File: config.mk
export PLATFORM = sky130hd
export DESIGN_NAME = uart_rx_fifo_flat
export DESIGN_NICKNAME = d
export VERILOG_FILES = /design/src/rtl/uart_rx_fifo_if.sv /design/src/rtl/uart_rx_fifo.sv /design/src/flat_wrapper.sv
export SDC_FILE = /design/constraint.sdc
export NUM_CORES = 1
export LEC_CHECK = 0
export BUFFER_PORTS_ARGS = -buffer_cell sky130_fd_sc_hd__buf_2
export CAP_MARGIN = 40
export CORE_MARGIN = 5
export CORE_UTILIZATION = 40
export DETAILED_ROUTE_END_ITERATION = 8
export SLEW_MARGIN = 15
export SYNTH_ARGS = -nofsm -noshare
export SYNTH_HDL_FRONTEND = slang
export SYNTH_SLANG_ARGS = --single-unit
File: constraint.sdc
create_clock -name clk -period 3.4 [get_ports clk]
set_clock_uncertainty 0.15 [all_clocks]
set_input_delay 0.68 -clock clk [delete_from_list [all_inputs] [get_ports clk]]
set_output_delay 0.68 -clock clk [all_outputs]
set_load 0.02 [all_outputs]
File: src/rtl/uart_rx_fifo_if.sv
// Bundle of the UART receive FIFO's byte-capture, host-read and status signals.
// The master side is the UART receiver/host. The slave side is the FIFO.
interface uart_rx_fifo_if #(
    parameter int ADDR_W = 4
);
    logic              rx_valid;
    logic [7:0]        rx_byte;
    logic              rd_en;
    logic              clr_ovf;
    logic [7:0]        rd_data;
    logic              rd_valid;
    logic [ADDR_W:0]   level;
    logic              full;
    logic              empty;
    logic              rts;
    logic              overflow;

    modport master (
        output rx_valid, rx_byte, rd_en, clr_ovf,
        input  rd_data, rd_valid, level, full, empty, rts, overflow
    );

    modport slave (
        input  rx_valid, rx_byte, rd_en, clr_ovf,
        output rd_data, rd_valid, level, full, empty, rts, overflow
    );
endinterface

File: src/rtl/uart_rx_fifo.sv
// Receive-side byte FIFO for a UART, with first-word-fall-through reads.
// The rts flow-control line has hysteresis between AFULL_LEVEL and RESUME_LEVEL.
// A sticky overflow flag records any byte dropped while the FIFO was full.
module uart_rx_fifo #(
    parameter int DEPTH        = 16,
    parameter int ADDR_W       = 4,
    parameter int AFULL_LEVEL  = 12,
    parameter int RESUME_LEVEL = 4
) (
    input  logic           clk,
    input  logic           reset,
    uart_rx_fifo_if.slave  bus
);
    localparam logic [ADDR_W:0] DEPTH_L  = (ADDR_W+1)'(DEPTH);
    localparam logic [ADDR_W:0] AFULL_L  = (ADDR_W+1)'(AFULL_LEVEL);
    localparam logic [ADDR_W:0] RESUME_L = (ADDR_W+1)'(RESUME_LEVEL);

    typedef enum logic {RUN = 1'b0, HOLD = 1'b1} rts_state_t;

    logic [7:0]        mem [DEPTH];
    logic [ADDR_W-1:0] wr_ptr_q, wr_ptr_d;
    logic [ADDR_W-1:0] rd_ptr_q, rd_ptr_d;
    logic [ADDR_W:0]   level_q, level_d;
    logic              ovf_q, ovf_d;
    rts_state_t        state_q;
    logic              rts_q;

    logic full_w, empty_w;
    logic push, pop, drop;

    // Status flags come from the registered level only.
    // This keeps input glitches off these outputs.
    assign full_w  = (level_q == DEPTH_L);
    assign empty_w = (level_q == '0);

    // Decide the push, pop and drop actions, then compute the next pointers, level and overflow.
    always_comb begin
        pop      = bus.rd_en & ~empty_w;
        push     = bus.rx_valid & (~full_w | pop);
        drop     = bus.rx_valid & full_w & ~pop;

        wr_ptr_d = push ? wr_ptr_q + 1'b1 : wr_ptr_q;
        rd_ptr_d = pop  ? rd_ptr_q + 1'b1 : rd_ptr_q;

        level_d  = level_q;
        if (push && !pop) begin
            level_d = level_q + 1'b1;
        end else if (pop && !push) begin
            level_d = level_q - 1'b1;
        end

        // A new drop takes priority over a clear requested in the same cycle.
        ovf_d = ovf_q;
        if (drop) begin
            ovf_d = 1'b1;
        end else if (bus.clr_ovf) begin
            ovf_d = 1'b0;
        end
    end

    // Register the pointers, occupancy and sticky overflow flag.
    always_ff @(posedge clk or negedge reset) begin
        if (!reset) begin
            wr_ptr_q <= '0;
            rd_ptr_q <= '0;
            level_q  <= '0;
            ovf_q    <= 1'b0;
        end else begin
            wr_ptr_q <= wr_ptr_d;
            rd_ptr_q <= rd_ptr_d;
            level_q  <= level_d;
            ovf_q    <= ovf_d;
        end
    end

    // Store the byte storage. The contents are deliberately not reset.
    always_ff @(posedge clk) begin
        if (push) begin
            mem[wr_ptr_q] <= bus.rx_byte;
        end
    end

    // rts hysteresis FSM. It looks at the next level, so rts moves together with level.
    always_ff @(posedge clk or negedge reset) begin
        if (!reset) begin
            state_q <= RUN;
            rts_q   <= 1'b1;
        end else begin
            case (state_q)
                RUN: begin
                    if (level_d >= AFULL_L) begin
                        state_q <= HOLD;
                        rts_q   <= 1'b0;
                    end
                end
                HOLD: begin
                    if (level_d <= RESUME_L) begin
                        state_q <= RUN;
                        rts_q   <= 1'b1;
                    end
                end
                default: begin
                    state_q <= RUN;
                    rts_q   <= 1'b1;
                end
            endcase
        end
    end

    assign bus.rd_data  = mem[rd_ptr_q];
    assign bus.rd_valid = ~empty_w;
    assign bus.level    = level_q;
    assign bus.full     = full_w;
    assign bus.empty    = empty_w;
    assign bus.rts      = rts_q;
    assign bus.overflow = ovf_q;

endmodule

File: src/flat_wrapper.sv
// flat-port wrapper written by rule: the top's interface ports become plain ports
module uart_rx_fifo_flat 
#(
    parameter int DEPTH        = 16,
    parameter int ADDR_W       = 4,
    parameter int AFULL_LEVEL  = 12,
    parameter int RESUME_LEVEL = 4
)
  (clk, reset, bus_rx_valid, bus_rx_byte, bus_rd_en, bus_clr_ovf, bus_rd_data, bus_rd_valid, bus_level, bus_full, bus_empty, bus_rts, bus_overflow);
  uart_rx_fifo_if #(.ADDR_W(ADDR_W)) bus_i ();
  input  logic clk;
  input  logic reset;
  input wire logic [$bits(bus_i.rx_valid)-1:0] bus_rx_valid;
  input wire logic [$bits(bus_i.rx_byte)-1:0] bus_rx_byte;
  input wire logic [$bits(bus_i.rd_en)-1:0] bus_rd_en;
  input wire logic [$bits(bus_i.clr_ovf)-1:0] bus_clr_ovf;
  output wire logic [$bits(bus_i.rd_data)-1:0] bus_rd_data;
  output wire logic [$bits(bus_i.rd_valid)-1:0] bus_rd_valid;
  output wire logic [$bits(bus_i.level)-1:0] bus_level;
  output wire logic [$bits(bus_i.full)-1:0] bus_full;
  output wire logic [$bits(bus_i.empty)-1:0] bus_empty;
  output wire logic [$bits(bus_i.rts)-1:0] bus_rts;
  output wire logic [$bits(bus_i.overflow)-1:0] bus_overflow;
  assign bus_i.rx_valid = bus_rx_valid;
  assign bus_i.rx_byte = bus_rx_byte;
  assign bus_i.rd_en = bus_rd_en;
  assign bus_i.clr_ovf = bus_clr_ovf;
  assign bus_rd_data = bus_i.rd_data;
  assign bus_rd_valid = bus_i.rd_valid;
  assign bus_level = bus_i.level;
  assign bus_full = bus_i.full;
  assign bus_empty = bus_i.empty;
  assign bus_rts = bus_i.rts;
  assign bus_overflow = bus_i.overflow;
  uart_rx_fifo #(.DEPTH(DEPTH), .ADDR_W(ADDR_W), .AFULL_LEVEL(AFULL_LEVEL), .RESUME_LEVEL(RESUME_LEVEL)) u_core (.clk(clk), .reset(reset), .bus(bus_i));
endmodule
==> impl_metrics.csv <==
group,metric,value,unit
setup_path,crit_chain,"buf_12, mux4_2, mux4_2, buf_2",
cts,cts.path.max_buffers,2,
yosys,synthDistinctLibCells,46,
yosys,synth_cells,302,
setup_path,start_kind,"register",
sta,fin_tns_setup,0,ns
drt,ant_nets,0,
finish,final_common_cell,"edfxtp_1",
power_and_ir_drop,internal_power,0.00429,W
cts,insertion_delay,0.41,ns
hold_path,hold_path_class,"in2async",
finish,nNetsFinal,373,
yosys,synth_top_area_frac,0.651,
cts,cts_tree,"done",
sta,worst_slew_pin_slew,0.639,ns
power_and_ir_drop,power_switching,0.00187,W
drt,vias,2902,
drt,drc,0,
finish,fin_area,7000,sq um
place,gp_congestion,0.791,
sta,period_minus_slack,3.18,ns
floorplanning,num_rows,44,
drt,drt_pass1_iterations,4,
setup_path,crit_top_cell,"mux4_2",
setup_path,crit_arrival,2.35,ns
yosys,ys_warn_count,0,
power_and_ir_drop,clock_power_share,0.319,
setup_path,critPathMaxStageDelay,0.60,ns
power_and_ir_drop,peakVddDrop,0.400,mV
setup_path,rrSetupSlack,0.54,ns
power_and_ir_drop,swShare,0.304,
global_route,grt_usage,0.132,
setup_path,cp.required,2.57,ns
drt,wl_per_cell,19.8,um
cts,post_cts_resized,0,
cts,cts_sinks,144,
sta,whs,0.0242,ns
yosys,syn_nets,322,
cts,htreeDepth,4,
drt,totalWireLength,10900,um
global_route,grt_pass1_vias,2945,
job,maxCapViolations,0,
yosys,netlist_area,5910,sq um
yosys,synth_edf_count,128,
floorplanning,coreArea,14500,sq um
sta,maxSlewViolCount,0,
setup_path,r2r_end,"u_core.mem[14][4]$_DFFE_PP_",
cts,cts-hold-fix-buffers,0,
floorplanning,fp.dieW,132,um
floorplanning,io_pins,31,
setup_path,crit_path_max_fanout,35,
cts,post_cts_buffers,0,
sta,grt_setup_unrepaired,"no",
yosys,async_reset_ff_frac,0.111,
floorplanning,die_h,132,um
yosys,ys_seq_area_frac,0.719,
power_and_ir_drop,p_leak,2.44,nW
finish,layout_common_cells,"edfxtp_1, mux4_2, buf_2, clkbuf_16, buf_4",
sta,period_share,0.936,
yosys,ys_ff_latch,144,
place,placed_cells,518,
setup_path,cp-end-kind,"primary output",
place,postPlaceCellArea,6370,sq um
sta,finalHoldViolCount,0,
drt,viasPerCell,5.28,
cts,clk_pin_slew,0.06,ns
cts,cts_buffers,17,
yosys,yosys-top-cells-area,"edfxtp_1, mux4_2, dfrtp_1",
setup_path,critPathKind,"reg2out",
sta,final-setup-viol-count,0,
setup_path,reg2regPathDepth,7,
yosys,synth_area_leader_cell,"edfxtp_1",
finish,stdcell_count,550,
global_route,antenna_found_initial,0,
setup_path,r2r_start,"u_core.bus.level[0]$_DFF_PN0_",
power_and_ir_drop,power_density,880,nW/um^2
power_and_ir_drop,pwr-share-seq,0.387,
setup_path,critPathLaunch,"u_core.rd_ptr_q[0]$_DFFE_PN0N_",
setup_path,cp_slowest_cell,"mux4_2",
outcome,outcome,"completed",
floorplanning,dieArea,17300,sq um
cts,root_buffer,"clkbuf_16",
floorplanning,start_util,0.406,
global_route,grt_max_degree,36,
power_and_ir_drop,power_frac_comb,0.294,
yosys,avgSynthCellArea,19.6,sq um
sta,maxSlewHeadroom,0.572,
sta,fmax,0.314,GHz
place,portBuffers,30,
place,dp_hpwl,7030,um
yosys,synthFlopType,"edfxtp_1",
global_route,grt_pass1_wl,17400,um
drt,drt_first_iter_violations,234,
global_route,grt-ovfl-total,0,
finish,area_growth,18.5,%
finish,n_antenna_cell,0,
finish,drive_gt1_frac,0.361,
[worst max path at each step]
stage	to	slack, ns	depth (start not counted)
4_1_cts	bus_rd_data[1]	0.18	4
3_3_place_gp	bus_rd_data[7]	0.65	4
6_report	bus_rd_data[2]	0.22	4
5_1_grt	bus_rd_data[2]	0.12	4
3_5_place_dp	u_core.mem[14][4]$_DFFE_PP_	0.55	7
2_1_floorplan	u_core.mem[3][0]$_DFFE_PP_	0.46	7
[Yosys cell counts (3+ instances only)]
master	instances
edfxtp_1	128
mux4_2	40
dfrtp_1	15
nor2_1	15
nand2_1	13
inv_1	12
ha_1	7
clkbuf_1	6
xnor2_1	6
nor3_1	5
buf_1	4
buf_2	4
nand3_1	4
o21ai_0	3
[power groups by stage]
stage	combinational [W]	sequential, W	clock [W]
after floorplan	0.00139	0.00232	0
after global placement	0.00183	0.00241	0
after detailed placement	0.00183	0.00243	0
after CTS	0.00184	0.00239	0.00200
after global routing	0.00197	0.00242	0.00208
final	0.00181	0.00239	0.00197
[cell type report]
class                           instances  area, sq um
Clock buffer                           17          425
Multi-Input combinational cell        130         1540
Clock inverter                         15          205
Sequential cell                       144         4250
Inverter                               12         45.0
Tap cell                              184          230
Timing Repair Buffer                   48          310
Fill cell                            1220         7530
[metal layers]
layer  share of wire  global-route usage  vias up  routed length, um
met5               0                   0        -                  0
met4           0.019              0.0549        0                206
met3           0.032              0.0356       15                352
met2            0.45               0.182       51               4930
met1            0.50               0.197     1518               5400
li1                -                   -     1318                  -
[kinds of logic (layout without fill, tap and decap cells)]
logic type / after synthesis / after routing / synth area share
multiplexers: 44 / 44 / 0.160
AO/OA/AOI/OAI: 19 / 19 / 0.0248
adder cells (fa/ha/maj): 7 / 7 / 0.0148
flip-flops: 144 / 144 / 0.719
XOR/XNOR: 7 / 7 / 0.0104
AND/OR/NAND/NOR: 53 / 53 / 0.0504
buffers and inverters: 28 / 92 / 0.0212
[registers in the layout (all words and copies together) (netlist names)]
register,count
u_core.rd_ptr_q,4
u_core.bus.overflow,1
u_core.bus.rts,1
u_core.mem,128
u_core.bus.level,5
u_core.wr_ptr_q,4
u_core.state_q,1
[metrics by stage]
stage               power [W]  worst slack [ns]  utilization
floorplan             0.00371             0.463            -
finish                0.00616             0.216        0.482
global placement      0.00424             0.648        0.438
detailed placement    0.00426             0.550        0.438
CTS                   0.00624             0.176        0.482
global route          0.00647             0.123        0.482
[worst max-delay path: cells and delay by family (launching register included)]
kind,cells,cell delay [ns]
buf+inv,2,0.45
mux,2,1.09
flops,1,0.37
Note: power is estimated with default switching activity, not from simulation.
